<file path="config.mk">
export PLATFORM = sky130hd
export DESIGN_NAME = matmul_seq_ctrl
export DESIGN_NICKNAME = d
export VERILOG_FILES = /design/src/rtl/matmul_seq_ctrl.sv
export SDC_FILE = /design/constraint.sdc
export NUM_CORES = 1
export LEC_CHECK = 0
export BUFFER_PORTS_ARGS = -buffer_cell sky130_fd_sc_hd__buf_2
export CAP_MARGIN = 25
export CORE_MARGIN = 2
export CORE_UTILIZATION = 55
export DETAILED_ROUTE_END_ITERATION = 7
export GPL_ROUTABILITY_DRIVEN = 1
export GPL_TIMING_DRIVEN = 0
export PLACE_DENSITY = 0.8
export SLEW_MARGIN = 20
export SYNTH_ARGS = -nofsm -noshare
export SYNTH_HDL_FRONTEND = slang
export SYNTH_SLANG_ARGS = --single-unit
export TNS_END_PERCENT = 20
</file>
<file path="constraint.sdc">
create_clock -name clk -period 6.44 [get_ports clk]
set_clock_uncertainty 0.2 [all_clocks]
set_input_delay 1.61 -clock clk [delete_from_list [all_inputs] [get_ports clk]]
set_output_delay 1.61 -clock clk [all_outputs]
set_load 0.05 [all_outputs]
</file>
<file path="src/rtl/matmul_seq_ctrl.sv">
// rtl/matmul_seq_ctrl.sv - sequencer for the 3x3 MAC array
//
// Holds two 3x3 operand stores (W, X) written by the host, runs one
// clear / three-step outer-product / capture sequence per start, and
// keeps the nine accumulator results in a readable register file.
//
// Ports:
//   clk, clear             clock, synchronous active-high reset
//   wr_en/wr_sel/wr_row/wr_col/wr_data
//                          operand write (sel 0 = W, 1 = X), IDLE only
//   start                  request one multiplication (IDLE only)
//   busy, done             sequence in progress / one-cycle result-valid pulse
//   data_w1..3, data_x1..3 row / column operands to the array
//   mac_load, mac_clear    array accumulate enable / accumulator clear
//   o11..o33               array accumulator outputs
//   rd_row/rd_col, rd_data result read address / combinational result

module matmul_seq_ctrl #(
  parameter int DW = 4,
  parameter int AW = 10
) (
  input  logic          clk,
  input  logic          clear,
  input  logic          wr_en,
  input  logic          wr_sel,
  input  logic [1:0]    wr_row,
  input  logic [1:0]    wr_col,
  input  logic [DW-1:0] wr_data,
  input  logic          start,
  output logic          busy,
  output logic          done,
  output logic [DW-1:0] data_w1,
  output logic [DW-1:0] data_w2,
  output logic [DW-1:0] data_w3,
  output logic [DW-1:0] data_x1,
  output logic [DW-1:0] data_x2,
  output logic [DW-1:0] data_x3,
  output logic          mac_load,
  output logic          mac_clear,
  input  logic [AW-1:0] o11,
  input  logic [AW-1:0] o12,
  input  logic [AW-1:0] o13,
  input  logic [AW-1:0] o21,
  input  logic [AW-1:0] o22,
  input  logic [AW-1:0] o23,
  input  logic [AW-1:0] o31,
  input  logic [AW-1:0] o32,
  input  logic [AW-1:0] o33,
  input  logic [1:0]    rd_row,
  input  logic [1:0]    rd_col,
  output logic [AW-1:0] rd_data
);

  typedef enum logic [2:0] {
    S_IDLE,
    S_CLR,
    S_ACC0,
    S_ACC1,
    S_ACC2,
    S_CAPT
  } state_t;

  state_t state_q, state_d;
  logic   busy_q, busy_d;
  logic   done_q, done_d;
  logic   load_q, load_d;
  logic   clr_q, clr_d;

  // Element [i] of these drives data_w(i+1) / data_x(i+1).
  logic [2:0][DW-1:0] dw_q, dw_d;
  logic [2:0][DW-1:0] dx_q, dx_d;

  // Matrices are stored row-major: element [r][c] lives at index 3*r+c.
  logic [8:0][DW-1:0] w_q, w_d;
  logic [8:0][DW-1:0] x_q, x_d;
  logic [8:0][AW-1:0] res_q, res_d;

  logic [3:0] widx;
  logic [3:0] ridx;

  assign widx = {2'b00, wr_row} * 4'd3 + {2'b00, wr_col};
  assign ridx = {2'b00, rd_row} * 4'd3 + {2'b00, rd_col};

  // Next state and registered outputs. Outputs are derived from the next
  // state so that they line up with the state register on the same edge.
  always_comb begin
    state_d = state_q;
    unique case (state_q)
      S_IDLE:  if (start) state_d = S_CLR;
      S_CLR:   state_d = S_ACC0;
      S_ACC0:  state_d = S_ACC1;
      S_ACC1:  state_d = S_ACC2;
      S_ACC2:  state_d = S_CAPT;
      S_CAPT:  state_d = S_IDLE;
      default: state_d = S_IDLE;
    endcase

    busy_d = (state_d != S_IDLE);
    done_d = (state_q == S_CAPT);
    clr_d  = (state_d == S_CLR);
    load_d = 1'b0;
    dw_d   = '0;
    dx_d   = '0;

    // Step k presents column k of W and row k of X.
    unique case (state_d)
      S_ACC0: begin
        load_d = 1'b1;
        dw_d   = {w_q[6], w_q[3], w_q[0]};
        dx_d   = {x_q[2], x_q[1], x_q[0]};
      end
      S_ACC1: begin
        load_d = 1'b1;
        dw_d   = {w_q[7], w_q[4], w_q[1]};
        dx_d   = {x_q[5], x_q[4], x_q[3]};
      end
      S_ACC2: begin
        load_d = 1'b1;
        dw_d   = {w_q[8], w_q[5], w_q[2]};
        dx_d   = {x_q[8], x_q[7], x_q[6]};
      end
      default: begin
        load_d = 1'b0;
      end
    endcase
  end

  // Result capture on the closing edge of CAPT.
  always_comb begin
    res_d = res_q;
    if (state_q == S_CAPT) begin
      res_d = {o33, o32, o31, o23, o22, o21, o13, o12, o11};
    end
  end

  // Operand stores: writes only land while idle and out of reset, and a
  // row or column address of 3 is dropped.
  always_comb begin
    w_d = w_q;
    x_d = x_q;
    if (wr_en && !clear && (state_q == S_IDLE) &&
        (wr_row != 2'd3) && (wr_col != 2'd3)) begin
      if (wr_sel) begin
        x_d[widx] = wr_data;
      end else begin
        w_d[widx] = wr_data;
      end
    end
  end

  always_comb begin
    rd_data = '0;
    if ((rd_row != 2'd3) && (rd_col != 2'd3)) begin
      rd_data = res_q[ridx];
    end
  end

  always_ff @(posedge clk) begin
    if (clear) begin
      state_q <= S_IDLE;
      busy_q  <= 1'b0;
      done_q  <= 1'b0;
      load_q  <= 1'b0;
      clr_q   <= 1'b0;
      dw_q    <= '0;
      dx_q    <= '0;
      res_q   <= '0;
    end else begin
      state_q <= state_d;
      busy_q  <= busy_d;
      done_q  <= done_d;
      load_q  <= load_d;
      clr_q   <= clr_d;
      dw_q    <= dw_d;
      dx_q    <= dx_d;
      res_q   <= res_d;
    end
  end

  // Operand stores deliberately survive reset so W can be reused.
  always_ff @(posedge clk) begin
    w_q <= w_d;
    x_q <= x_d;
  end

  assign busy      = busy_q;
  assign done      = done_q;
  assign mac_load  = load_q;
  // The array sees reset directly so it is cleared in the same cycle.
  assign mac_clear = clear | clr_q;
  assign data_w1   = dw_q[0];
  assign data_w2   = dw_q[1];
  assign data_w3   = dw_q[2];
  assign data_x1   = dx_q[0];
  assign data_x2   = dx_q[1];
  assign data_x3   = dx_q[2];

endmodule

</file>
==> flow_summary.ini, run 1 <==
[global_route]
grt_pass1_wl_um = 28800
grt_max_degree = 19
grt_pass1_vias = 5637
grt_use_total_pct = 25.6
overflow = 0
antenna_found_initial = 1

[logic_synthesis]
synth_ff_type = dfxtp_1
syn-num-nets = 842
ys_async_sr_fraction_pct = 0
avgSynthCellArea_um2 = 10.7
synth_edf_count = 72
netlist.area_leader.share_pct = 31.1
netlist_area_um2 = 7790
synth_area_leaders = dfxtp_1 31%, edfxtp_1 28%, nand2_1 9.3%, a21oi_1 6.3%, mux2_2 3.5%
ys_types = 43
yosysTopAreaCell = dfxtp_1
synth_seq_cells = 193
syn_inst = 725
yosysSeqAreaShare_pct = 58.8
yosys_warnings = 0

[critical_path]
startpoint_type = primary input
worstPathMaxFanout = 10
cpPeakStageDelay_ns = 0.54
cp-end-kind = output port
cp.arrival_ns = 4.48
cp_slowest_cell = fa_1
critPathKind = in -> out
reg2reg_to = w_q[7]
reg2reg_depth = 5
worstPathRequired_ns = 4.63
r2r_slack_ns = 3.60
reg2reg_from = state_q[2]
cp_num_buf_inv = 4
crit_chain = buf_2 > fa_1 > ha_1 > fa_2 > buf_6 > or4b_4 > a211oi_4 > buf_12 > a32o_1 > clkbuf_4
cp_top_family = adder cells

[cts]
clock_latency_ns = 0.42
clk_pin_slew_worst_paths_ns = 0.07
cts_tree = yes
clock-root-buffer = clkbuf_16
cts_buffers = 17
clockBufferDepth = 2
htree_levels = 4
cts.sinks = 193

[flow_run]
max_cap_violations = 0

[drt]
drtIter0Drc = 511
routedWlPerCell_um = 17.5
dr.pass1.iters = 5
detail-route-antenna-nets = 0
routed_via_density = 5.56
wl_um = 18900
route.detailed.drc = 0
via_count = 6007

[floorplanning]
start_util_pct = 56.1
die_w_um = 123
die_h_um = 123
die-area_um2 = 15100
ios = 145
rows = 43
fp.coreArea_um2 = 13900

[sta]
max_freq_ghz = 0.159
setup-tns-final_ns = 0
final-setup-viol-count = 0
worst_pin_slew_ns = 1.03
max_slew_margin_pct = 30.7
min_period_ns = 6.29
report.final.slew_viol_count = 0
finalCritPeriodShare_pct = 97.7
rsz0062_at_grt = false
hold_violations = 0
whs_ns = 0.250

[layout]
postLayoutCoreUtil_pct = 67.7
layout_commonest_cell = nand2_1
mostFrequentLayoutCells = 193 x nand2_1, 159 x buf_2, 121 x dfxtp_1
drive_gt1_share_pct = 26.7
fin_area_um2 = 9390
nets = 1005
area_growth_pct = 20.5
num_antenna_cells = 0

[placement]
place.gp.congestion = 0.884
place_area_um2 = 8730
io_buffer_count = 142
dpl.hpwl_um = 13300

[min_path]
worstHoldPathCells = 2
min_to = res_q[11]
hp-start = res_q[11]
hold_class = reg -> reg

[power]
ir_drop_mv = 0.213
p_per_area_nw_per_um2 = 292
leakage_nw = 3.54

[run_status]
status = completed
==> what timing repair did <==
item	4_1_cts	5_1_grt
hold buffers	0	0
setup buffers	1	0
pin swaps	1	0
resized for setup	0	3
endpoints found under the setup margin	10	8
==> how the worst max path moves through the flow <==
stage                          from    endpoint  depth (start not counted)
after detailed placement  rd_row[0]  rd_data[8]                          9
after CTS                 rd_row[0]  rd_data[8]                         10
after global placement    rd_row[0]  rd_data[0]                          9
after floorplan           rd_row[0]  rd_data[0]                          7
after global routing      rd_row[0]  rd_data[6]                          9
final                     rd_row[0]  rd_data[8]                         10
==> stage by stage <==
stage | std cells | power (mW) | setup WS [ns]
after detailed placement | 1047 | 1.65 | -0.0640
after global placement | 1047 | 1.64 | -0.0782
after floorplan | 725 | 1.54 | 0.371
final | 1081 | 2.74 | 0.146
after global routing | 1081 | 2.83 | 0.000954
after CTS | 1080 | 2.75 | 0.0435
==> cell families after synthesis <==
| family | count (synthesis) | synth area share, % |
|---|---|---|
| AOI/OAI and AO/OA | 140 | 10.8 |
| adders and majority gates | 10 | 1.99 |
| buffers and inverters | 60 | 4.09 |
| DFF | 193 | 58.8 |
| muxes | 54 | 9.36 |
| and+or+nand+nor | 268 | 14.9 |
==> sequential cells by signal, indices dropped and copies added (netlist names) <==
name	count
res_q	90
w_q	36
x_q	36
data_w1	4
data_w2	4
data_w3	4
data_x1	4
data_x2	4
data_x3	4
state_q	3
busy	1
clr_q	1
done	1
mac_load	1
==> metal layers <==
layer | part of all wire, % | track usage [%] | vias to the layer above
li1 | - | - | 2882
met1 | 40 | 31.4 | 2828
met2 | 50 | 44.8 | 258
met3 | 7.0 | 5.07 | 37
met4 | 2.7 | 9.30 | 2
met5 | 0.069 | 0 | -
==> worst min-delay path: cells and delay by family (launching register included) <==
kind / cells / cell delay, ns
and+or+nand+nor: 1 / 0.05
AOI/OAI and AO/OA: 1 / 0.05
DFF: 1 / 0.31
==> synth_stat cells, types with 2 or more instances <==
cell / instances
nand3b_1: 2
clkbuf_1: 27
nand2b_1: 2
ha_1: 6
edfxtp_1: 72
a21oi_1: 98
a22oi_1: 24
mux4_1: 9
buf_2: 19
a31oi_1: 4
mux2_2: 24
nor2_1: 28
fa_1: 4
or2_2: 10
clkbuf_8: 5
dfxtp_1: 121
mux2i_1: 20
nor4_1: 17
nand2_1: 193
a32o_1: 10
or2_0: 2
nor2b_1: 3
buf_6: 2
buf_1: 2
inv_1: 3
==> final cells by class <==
cell class              instances  area (um^2)
multi-input cells             472         2890
clock inverters                12          185
inverters                       4         15.0
repair buffers                144          741
plain buffers                  56          304
flip-flops and latches        193         4580
clock buffers                  20          447
fillers                      1063         4490
well taps                     180          225
==> where the power goes <==
group | leakage, nW | total (mW) | switching, mW | internal [mW]
logic | 1.62 | 0.346 | 0.217 | 0.129
clock network | 0.293 | 1.11 | 0.450 | 0.663
registers | 1.62 | 1.28 | 0.00595 | 1.28
(Power assumes the default switching activity.)
==> run 2: changes to the inputs <==
--- a/config.mk
+++ b/config.mk
@@ -13,5 +13,5 @@
 export GPL_ROUTABILITY_DRIVEN = 1
 export GPL_TIMING_DRIVEN = 0
-export PLACE_DENSITY = 0.8
+export PLACE_DENSITY_LB_ADDON = 0.05
 export SLEW_MARGIN = 20
 export SYNTH_ARGS = -nofsm -noshare
--- a/constraint.sdc
+++ b/constraint.sdc
@@ -3,3 +3,3 @@
 set_input_delay 1.61 -clock clk [delete_from_list [all_inputs] [get_ports clk]]
 set_output_delay 1.61 -clock clk [all_outputs]
-set_load 0.05 [all_outputs]
+set_load 0.1 [all_outputs]
==> flow_summary.ini, run 2 (same netlist as run 1, synthesis figures left out) <==
[run_status]
status = completed

[power]
ir_drop_mv = 0.270
leakage_nw = 3.54
p_per_area_nw_per_um2 = 290

[cts]
clk_pin_slew_worst_paths_ns = 0.06
htree_levels = 4
cts.sinks = 193
clockBufferDepth = 2
cts_tree = yes
clock-root-buffer = clkbuf_16
cts_buffers = 17
clock_latency_ns = 0.43

[drt]
route.detailed.drc = 0
detail-route-antenna-nets = 0
drtIter0Drc = 400
via_count = 5913
wl_um = 18900
routed_via_density = 5.46
routedWlPerCell_um = 17.5
dr.pass1.iters = 5

[sta]
rsz0062_at_grt = false
hold_violations = 0
max_slew_margin_pct = 34.0
min_period_ns = 6.35
max_freq_ghz = 0.158
final-setup-viol-count = 0
finalCritPeriodShare_pct = 98.5
worst_pin_slew_ns = 0.981
setup-tns-final_ns = 0
report.final.slew_viol_count = 0

[layout]
mostFrequentLayoutCells = 193 x nand2_1, 151 x buf_2, 121 x dfxtp_1
largest_reg_flops = 90
nets = 1005
fin_area_um2 = 9390
drive_gt1_share_pct = 26.4
regMostFlops = res_q
layout_commonest_cell = nand2_1
area_growth_pct = 20.5
largestRegisters = res_q (90), w_q (36), x_q (36)
num-fill-cells = 1094

[placement]
place_area_um2 = 8730
io_buffer_count = 142
place.gp.congestion = 0.890
dpl.hpwl_um = 13800

[critical_path]
cp_num_buf_inv = 4
startpoint_type = primary input
cp-end-kind = output port
critPathKind = in -> out
cp_top_family = adder cells
cp.arrival_ns = 4.54
worstPathMaxFanout = 10
cp_slowest_cell = fa_1
crit_top_cell = fa_1
worstPathRequired_ns = 4.63
cpPeakStageDelay_ns = 0.53
crit_chain = buf_2 > fa_1 > ha_1 > fa_1 > buf_6 > or4b_4 > a211oi_4 > buf_12 > a32o_1 > buf_4

[min_path]
hold_class = reg -> reg

[floorplanning]
die-area_um2 = 15100
rows = 43
fp.coreArea_um2 = 13900
start_util_pct = 56.1
die_w_um = 123
die_h_um = 123
ios = 145

[flow_run]
max_cap_violations = 0

[global_route]
grt_pass1_vias = 5699
antenna_found_initial = 1
overflow = 0
grt_max_degree = 19
grt_use_total_pct = 25.4
grt_pass1_wl_um = 28400
[run 2: area by class of cell]
class,instances,area [um^2],share of cell area (%)
Multi-Input combinational cell,472,2890,30.8
Antenna cell,1,2.50,0.0267
Buffer,56,304,3.24
Tap cell,180,225,2.40
Sequential cell,193,4580,48.8
Clock inverter,15,158,1.68
Inverter,4,15.0,0.160
Timing Repair Buffer,144,783,8.34
Clock buffer,17,425,4.53
[run 2: timing repair]
| action | in CTS | in global routing |
|---|---|---|
| setup buffers | 1 | 0 |
| hold buffers | 0 | 0 |
| setup endpoints to repair | 10 | 6 |
| pin swaps | 1 | 0 |
| resized for setup | 10 | 6 |
[run 2: final timing paths]
check | from | slack, ns | to | depth (start not counted)
setup / recovery | rd_row[0] | 0.09 | rd_data[4] | 10
hold / removal | res_q[1] | 0.25 | res_q[1] | 2
setup reg to reg | state_q[2] | 3.64 | x_q[15] | 5
hold reg to reg | res_q[1] | 0.25 | res_q[1] | 2
[run 2: power by group]
part / internal (mW) / switching [mW]
Clock: 0.577 / 0.460
Combinational: 0.135 / 0.270
Sequential: 1.28 / 0.00601
[run 2: per-stage QoR]
step,std cells,utilization (%),total power [mW],hold slack [ns],worst slack (ns)
2_1_floorplan,725,-,1.59,0.232,0.0250
3_3_place_gp,1047,62.9,1.69,0.237,-0.125
3_5_place_dp,1047,62.9,1.70,0.245,-0.190
4_1_cts,1080,67.4,2.74,0.255,0.0504
5_1_grt,1081,67.6,2.81,0.268,0.000173
6_report,1082,67.6,2.73,0.251,0.0941
[run 2: layer usage]
metal | global-route usage (%) | part of all wire [%] | vias up
met5 | 0 | 0 | -
li1 | - | - | 2882
met3 | 5.95 | 6.6 | 30
met1 | 28.6 | 39 | 2793
met4 | 10.9 | 2.2 | 0
met2 | 45.8 | 52 | 208
[run 2: worst reg2reg max path, stage by stage (launching register included)]
cell and delay, ns:
dfxtp_1 0.30, buf_2 0.17, nor4_4 0.43, nand4b_2 0.27, buf_2 0.25, nor4_1 0.81
